**config.mk**
```make
export PLATFORM = sky130hd
export DESIGN_NAME = dnn_dot_accel_flat
export DESIGN_NICKNAME = d
export VERILOG_FILES = /design/src/rtl/dnn_dot_accel_if.sv /design/src/rtl/dnn_dot_accel.sv /design/src/flat_wrapper.sv
export SDC_FILE = /design/constraint.sdc
export NUM_CORES = 2
export LEC_CHECK = 0
export CORE_MARGIN = 1.5
export CORE_UTILIZATION = 55
export DETAILED_ROUTE_END_ITERATION = 7
export MAX_ROUTING_LAYER = met4
export PLACE_DENSITY = 0.73
export SLEW_MARGIN = 20
export SYNTH_ARGS = -nofsm -noshare
export SYNTH_HDL_FRONTEND = slang
export SYNTH_SLANG_ARGS = --single-unit
export TNS_END_PERCENT = 10
```
**constraint.sdc**
```tcl
create_clock -name clk -period 24.9 [get_ports clk]
set_input_delay 4.98 -clock clk [delete_from_list [all_inputs] [get_ports clk]]
set_output_delay 4.98 -clock clk [all_outputs]
set_load 0.005 [all_outputs]
```
**src/rtl/dnn_dot_accel_if.sv**
```systemverilog
// Avalon-MM bus bundle with master/slave views.
// ADDR_W sets the address width: 4-bit word offset on the CPU side, 32-bit byte address on the memory side.
interface dnn_dot_accel_if #(
    parameter int ADDR_W = 32
) ();
    logic [ADDR_W-1:0] address;
    logic              read;
    logic              write;
    logic [31:0]       writedata;
    logic [31:0]       readdata;
    logic              waitrequest;
    logic              readdatavalid;

    modport master (
        output address, read, write, writedata,
        input  readdata, waitrequest, readdatavalid
    );

    modport slave (
        input  address, read, write, writedata,
        output readdata, waitrequest, readdatavalid
    );
endinterface

```
**src/rtl/dnn_dot_accel.sv**
```systemverilog
// Q16.16 dot product bias + sum(w*a); operands fetched one word at a time over mst, optional ReLU under DOT_RELU_EN.
// Latency: start cycle + (RD_W + WT_W + RD_A + WT_A + MAC) per element + DONE.
// Backpressure: slv.waitrequest high whenever not IDLE; mst command held until waitrequest drops, one read outstanding.
module dnn_dot_accel #(
    parameter int FRAC_BITS = 16
) (
    input  logic            clk,
    input  logic            rst_n,
    dnn_dot_accel_if.slave  slv,
    dnn_dot_accel_if.master mst
);
    typedef enum logic [2:0] {
        S_IDLE, S_RD_W, S_WT_W, S_RD_A, S_WT_A, S_MAC, S_DONE
    } state_t;

    state_t      state_q, state_d;
    logic [31:0] wb_q, wb_d, ab_q, ab_d, bias_q, bias_d, len_q, len_d;
    logic [31:0] result_q, result_d, acc_q, acc_d, idx_q, idx_d;
    logic [31:0] w_q, w_d, a_q, a_d, maddr_q, maddr_d;
    logic        mread_q, mread_d;
`ifdef DOT_RELU_EN
    logic        relu_q, relu_d;
`endif

    logic signed [63:0] w_ext, a_ext, prod;
    logic [31:0]        acc_sum, idx_inc, done_val, rdata;
    logic               unused_prod;

    assign w_ext       = {{32{w_q[31]}}, w_q};
    assign a_ext       = {{32{a_q[31]}}, a_q};
    assign prod        = w_ext * a_ext;
    assign acc_sum     = acc_q + prod[FRAC_BITS+31:FRAC_BITS];
    assign unused_prod = ^{prod[63:FRAC_BITS+32], prod[FRAC_BITS-1:0]};
    assign idx_inc     = idx_q + 32'd1;

`ifdef DOT_RELU_EN
    assign done_val = (relu_q && acc_q[31]) ? 32'd0 : acc_q;
`else
    assign done_val = acc_q;
`endif

    assign slv.waitrequest   = (state_q != S_IDLE);
    assign slv.readdatavalid = 1'b0;
    assign slv.readdata      = rdata;
    assign mst.read          = mread_q;
    assign mst.address       = maddr_q;
    assign mst.write         = 1'b0;
    assign mst.writedata     = 32'd0;

    always_comb begin
        rdata = 32'd0;
        if (slv.read) begin
            case (slv.address)
                4'd0:    rdata = result_q;
                4'd1:    rdata = wb_q;
                4'd2:    rdata = ab_q;
                4'd3:    rdata = bias_q;
                4'd4:    rdata = len_q;
`ifdef DOT_RELU_EN
                4'd5:    rdata = {31'd0, relu_q};
`endif
                default: rdata = 32'd0;
            endcase
        end
    end

    always_comb begin
        state_d  = state_q;
        wb_d     = wb_q;
        ab_d     = ab_q;
        bias_d   = bias_q;
        len_d    = len_q;
        result_d = result_q;
        acc_d    = acc_q;
        idx_d    = idx_q;
        w_d      = w_q;
        a_d      = a_q;
        maddr_d  = maddr_q;
        mread_d  = mread_q;
`ifdef DOT_RELU_EN
        relu_d   = relu_q;
`endif
        case (state_q)
            S_IDLE: begin
                if (slv.write) begin
                    case (slv.address)
                        4'd1: wb_d   = slv.writedata;
                        4'd2: ab_d   = slv.writedata;
                        4'd3: bias_d = slv.writedata;
                        4'd4: len_d  = slv.writedata;
`ifdef DOT_RELU_EN
                        4'd5: relu_d = slv.writedata[0];
`endif
                        default: ;
                    endcase
                    if (slv.address == 4'd0) begin
                        acc_d = bias_q;
                        idx_d = 32'd0;
                        if (len_q == 32'd0) begin
                            state_d = S_DONE;
                        end else begin
                            state_d = S_RD_W;
                            mread_d = 1'b1;
                            maddr_d = wb_q;
                        end
                    end
                end
            end
            S_RD_W, S_RD_A: begin
                if (!mst.waitrequest) begin
                    mread_d = 1'b0;
                    state_d = (state_q == S_RD_W) ? S_WT_W : S_WT_A;
                end
            end
            S_WT_W: begin
                if (mst.readdatavalid) begin
                    w_d     = mst.readdata;
                    state_d = S_RD_A;
                    mread_d = 1'b1;
                    maddr_d = ab_q + (idx_q << 2);
                end
            end
            S_WT_A: begin
                if (mst.readdatavalid) begin
                    a_d     = mst.readdata;
                    state_d = S_MAC;
                end
            end
            S_MAC: begin
                acc_d = acc_sum;
                idx_d = idx_inc;
                if (idx_inc == len_q) begin
                    state_d = S_DONE;
                end else begin
                    state_d = S_RD_W;
                    mread_d = 1'b1;
                    maddr_d = wb_q + (idx_inc << 2);
                end
            end
            S_DONE: begin
                result_d = done_val;
                state_d  = S_IDLE;
            end
            default: state_d = S_IDLE;
        endcase
    end

    always_ff @(posedge clk or negedge rst_n) begin
        if (!rst_n) begin
            state_q  <= S_IDLE;
            wb_q     <= 32'd0;
            ab_q     <= 32'd0;
            bias_q   <= 32'd0;
            len_q    <= 32'd0;
            result_q <= 32'd0;
            acc_q    <= 32'd0;
            idx_q    <= 32'd0;
            w_q      <= 32'd0;
            a_q      <= 32'd0;
            maddr_q  <= 32'd0;
            mread_q  <= 1'b0;
`ifdef DOT_RELU_EN
            relu_q   <= 1'b0;
`endif
        end else begin
            state_q  <= state_d;
            wb_q     <= wb_d;
            ab_q     <= ab_d;
            bias_q   <= bias_d;
            len_q    <= len_d;
            result_q <= result_d;
            acc_q    <= acc_d;
            idx_q    <= idx_d;
            w_q      <= w_d;
            a_q      <= a_d;
            maddr_q  <= maddr_d;
            mread_q  <= mread_d;
`ifdef DOT_RELU_EN
            relu_q   <= relu_d;
`endif
        end
    end
endmodule

```
**src/flat_wrapper.sv**
```systemverilog
// flat-port wrapper written by rule: the top's interface ports become plain ports
module dnn_dot_accel_flat 
#(
    parameter int FRAC_BITS = 16
)
  (clk, rst_n, slv_address, slv_read, slv_write, slv_writedata, slv_readdata, slv_waitrequest, slv_readdatavalid, mst_address, mst_read, mst_write, mst_writedata, mst_readdata, mst_waitrequest, mst_readdatavalid);
  dnn_dot_accel_if #(.ADDR_W(4)) slv_i ();
  dnn_dot_accel_if #(.ADDR_W(32)) mst_i ();
  input  logic clk;
  input  logic rst_n;
  input wire logic [$bits(slv_i.address)-1:0] slv_address;
  input wire logic [$bits(slv_i.read)-1:0] slv_read;
  input wire logic [$bits(slv_i.write)-1:0] slv_write;
  input wire logic [$bits(slv_i.writedata)-1:0] slv_writedata;
  output wire logic [$bits(slv_i.readdata)-1:0] slv_readdata;
  output wire logic [$bits(slv_i.waitrequest)-1:0] slv_waitrequest;
  output wire logic [$bits(slv_i.readdatavalid)-1:0] slv_readdatavalid;
  output wire logic [$bits(mst_i.address)-1:0] mst_address;
  output wire logic [$bits(mst_i.read)-1:0] mst_read;
  output wire logic [$bits(mst_i.write)-1:0] mst_write;
  output wire logic [$bits(mst_i.writedata)-1:0] mst_writedata;
  input wire logic [$bits(mst_i.readdata)-1:0] mst_readdata;
  input wire logic [$bits(mst_i.waitrequest)-1:0] mst_waitrequest;
  input wire logic [$bits(mst_i.readdatavalid)-1:0] mst_readdatavalid;
  assign slv_i.address = slv_address;
  assign slv_i.read = slv_read;
  assign slv_i.write = slv_write;
  assign slv_i.writedata = slv_writedata;
  assign slv_readdata = slv_i.readdata;
  assign slv_waitrequest = slv_i.waitrequest;
  assign slv_readdatavalid = slv_i.readdatavalid;
  assign mst_address = mst_i.address;
  assign mst_read = mst_i.read;
  assign mst_write = mst_i.write;
  assign mst_writedata = mst_i.writedata;
  assign mst_i.readdata = mst_readdata;
  assign mst_i.waitrequest = mst_waitrequest;
  assign mst_i.readdatavalid = mst_readdatavalid;
  dnn_dot_accel #(.FRAC_BITS(FRAC_BITS)) u_core (.clk(clk), .rst_n(rst_n), .slv(slv_i), .mst(mst_i));
endmodule
```
# After elaboration in Yosys (flattened, before gate mapping)
# Index checks and enable logic that the tools add are counted.
[totals] word_cells=83 output_inout_bits=100 inputBits=74 ff_bits=324
[op_classes] n_addsub=4 n_mux=30 eq_ne=18 mul=1 n_reduce_logical=18
[ops] operator="$mux W32" n=10
[ops] operator="$pmux W32 S5" n=1
[ops] operator="$pmux W32 S2" n=2
[ops] operator="$add A32 B32 Y32" n=3
[ops] operator="$pmux W32 S3" n=1
[ops] operator="$mul A32 B32 Y48" n=1
[ops] operator="$add A32 B1 Y32 const B" n=1
[ops] operator="$eq A32 B32 Y1" n=1
[ops] operator="$logic_not A32 Y1" n=1
[ops] operator="$mux W3" n=8
[ops] operator="$pmux W3 S5" n=1
[ops] operator="$reduce_and A3 Y1" n=5
[ops] operator="$ne A2 B2 Y1 const B" n=6
[ops] operator="$eq A3 B3 Y1 const B" n=3
[ops] operator="$eq A4 B2 Y1 const B" n=2
[ops] operator="$reduce_and A7 Y1" n=1
[ops] operator="$eq A3 B2 Y1 const B" n=2
[ops] operator="$mux W1" n=6
[ops] operator="$reduce_and A6 Y1" n=1
[ops] operator="$reduce_bool A3 Y1" n=2
[ops] operator="$reduce_and A5 Y1" n=1
[ops] operator="$eq A4 B1 Y1 const B" n=1
[ops] operator="$eq A4 B3 Y1 const B" n=1
[ops] operator="$logic_not A4 Y1" n=1
[ops] operator="8 further kinds" n=9

# Longest topological paths before layout
[depth] word_depth=5 depth_mapped=40 depth_no_buf=39

# Least setup slack after synthesis
# Ideal clock, no wire load.
[synth_path] path_type="input port to output port" startpoint="input slv_address[3]" endpoint="output slv_readdata[8]" required_ns=19.920 slack_ns=13.556 arrival_time_ns=6.364 stages=4 path_buffers=1 cell_sequence="nor4_1 -> clkbuf_1 -> a222oi_1 -> a21oi_1"
[synth_via] elab_chain_cells=3 elab_cells_between_ends=7 classes_between="4 x eq/ne; 2 x mux; 1 x reduce/logical"
[synth_lines] item="start, declared" line_no="flat_wrapper.sv:11" text="input wire logic [$bits(slv_i.address)-1:0] slv_address;"
[synth_lines] item="$eq A4 B3 Y1 (tied with other cells)" line_no="dnn_dot_accel.sv:53" text="case (slv.address)"
[synth_lines] item="$pmux W32 S5 (*)" line_no="dnn_dot_accel.sv:53"
[synth_lines] item="$mux W32 (*)" line_no="dnn_dot_accel.sv:52" text="if (slv.read) begin"
[synth_lines] item="end, declared" line_no="flat_wrapper.sv:15" text="output wire logic [$bits(slv_i.readdata)-1:0] slv_readdata;"
# Every way passes the cells marked *; elsewhere a longest branch is shown, timed or not.

# Worst setup path in the final report
[layout_path] startpoint="input slv_address[3]" endpoint="output slv_readdata[17]"
# The elaborated chain is that of the path after synthesis.

==> out/results.txt <==
critical-path cell list: clkdlybuf4s50_1 > nor4b_2 > buf_4 > o21ai_2 > buf_4 > a21oi_1 > clkdlybuf4s50_1
skew final: 27.67 ps
later-pin clock latency in the skew report: 590 ps
first drt pass iteration count: 8
Post-synth EDFFs: 0
area delta synth->final: 7.668%
Post-synth ARST share: 100.0%
final setup fails: 0
pin count of the biggest net entering global routing: 175
Routed WL per cell: 21.67 um
final RePlAce weighted congestion: 0.9571
most frequent cells in the layout: inv_1 (841), fa_1 (841), nand2_1 (517), and2_1 (507), dfrtp_1 (324)
Main synth FF type: dfrtp_1
WS Path Type: in2out
r2r startpoint: u_core.w_q[15]
Slew headroom: 28.41%
Post-Synth XOR/XNOR Area: 3.509%
met3 WL: 12830 um
main combinational cell family by area after synthesis: adder cells
area share of and/or/nand/nor cells after synthesis: 15.20%
via count: 36330
Buffers on Ports: 139
final setup margin: 12280 ps
Starting Density: 55.73%
RSZ-0062 raised after global routing: no
vias in the first global route: 38200
CP top delay family: buffers and inverters
I/O pin total: 174
CP Data Required Time: 19920 ps
arrival time worst endpoint: 7640 ps
met2 WL: 62590 um
ANT nets after route: 0
Overflow after GRT: 0
Final TNS setup: 0 ps
top sig layer: met4
failing checks: DRC
Site Rows: 108
pre-CTS setup slack: 12290 ps
Tcrit/Tclk final: 50.69%
max-capacitance violation count: 0
hold path startpoint: u_core.mst.address[15]
Slew @ Worst Pin: 1060 ps
CTS sink count: 324
Crit path buffers/inverters: 4
drt total wl: 134900 um
setup bufs post-CTS: 0
DRC violations left: 7
first-pass GRT wire length: 217900 um
mux cell area share after synthesis: 6.001%
Fin. Hold Viols: 0
Core Footprint: 0.08702 mm2
metal1 wirelength: 54430 um
Total Routing Usage GR: 32.05%
die boundary width: 299.9 um
path type of the worst min-delay path: reg2reg
Critical Path Start Type: primary input
Cells after Synth: 5052
CTS tree: yes
total CTS buffers: 39
FF+latch count, synth: 324
crit path from: slv_address[3]
post_cts resized: 0
Die Y: 299.9 um
Seq/Total Area, Yosys: 16.72%
Post-Syn Area: 0.04850 mm2
total number of yosys warnings: 0
final core occ: 60.00%
CP max FO: 34
outcome: finished with violations
CP peak stage delay: 590 ps
clock root cell: clkbuf_16
fin crit period: 12620 ps
Max clock buf depth: 3
# hold bufs at CTS: 0
DP HPWL: 102100 um
Distinct cells, synth: 79
fill count: 7438
compound-cell area share of the yosys netlist: 7.915%
CP max stage cell: clkdlybuf4s50_1
Mean Syn Cell Area: 9.599 um2
Initial DRC Count: 2999
layout net count: 6209
Adder-Cell Fraction of Synth Area: 41.37%
die area: 0.08997 mm2
routed vias/inst: 5.837
ratio of cells with drive above 1 in the final layout: 8.151%
highest clock rate: 79.23 MHz
R2R setup slack: 13730 ps
initial antenna violation count: 2
crit end category: output port
clock-pin slew on the worst setup and hold paths: 60 ps
H-tree Lvls: 2
Final Slew Violations: 0
-- per-layer routing --
layer | up-vias | GRT usage (%)
met2 | 1695 | 49.47
met5 | - | -
met1 | 18510 | 42.67
met3 | 297 | 5.947
met4 | 0 | 11.06
li1 | 15820 | -
-- per-stage QoR --
step | std cells | hold WS [ps] | cell area (um2)
after global routing | 6223 | 523.1 | 52220
after global placement | 6150 | 479.7 | 50810
after detailed placement | 6150 | 483.6 | 50810
after floorplan | 5085 | 468.2 | 48620
final | 6223 | 494.8 | 52220
after CTS | 6222 | 498.4 | 52210
-- flip-flops by register name, summed over array words and instances, names as in the netlist --
register,count
u_core.a_q,32
u_core.ab_q,32
u_core.acc_q,32
u_core.bias_q,32
u_core.idx_q,32
u_core.len_q,32
u_core.mst.address,32
u_core.mst.read,1
u_core.result_q,32
u_core.state_q,3
u_core.w_q,32
u_core.wb_q,32
-- final cells by class --
class                      instances  area, um2  share of cell area (%)
multi-input combinational       3608      36080                   69.09
sequential                       324       8108                   15.53
inverter                         841       3157                   6.046
timing repair buffer             222       2032                   3.891
tap                             1155       1445                   2.768
clock buffer                      49       1095                   2.097
clock inverter                    23      300.3                  0.5751
antenna                            1      2.502                0.004792
-- worst paths after layout --
kind | cells past startpoint | endpoint
max in group asynchronous | 2 | u_core.a_q[0]
min | 1 | u_core.mst.address[15]
max reg2reg | 36 | u_core.acc_q[31]
max | 7 | slv_readdata[17]
min reg2reg | 1 | u_core.mst.address[15]
min in group asynchronous | 1 | u_core.mst.address[5]
-- synth_stat cells, drive strengths merged, types with 43 or more instances --
master  number  share of area [%]
inv        841                6.5
mux2       230                5.3
xor2        43               0.78
ha         258                6.7
nand2      519                4.0
dfrtp      324                 17
clkbuf     233                1.8
buf         79               0.97
fa         841                 35
and2       508                6.6
a21o        47               0.73
xnor2      133                2.4
nand3       62               0.67
a21oi      156                1.6
o21ai      116                1.2
nor2       151                1.2
-- logic make-up after synthesis --
kind of cell	Yosys count
AOI/OAI and AO/OA	580
xor gates and xnor gates	183
adders and majority gates	1099
buffers and inverters	1153
DFF	324
muxes	262
other	1
and+or+nand+nor	1450
-- worst reg2reg max path: cells and delay by family, from the launching register on --
family,cells,cell delay [ps]
simple gates,9,1660
xor+xnor,1,220
flops,1,330
buf+inv,5,630
fa+ha+maj,10,4520
compound gates,11,3720
Power is not shown: default switching activity piles up to over one toggle a cycle in this logic, so the estimate is an artifact.
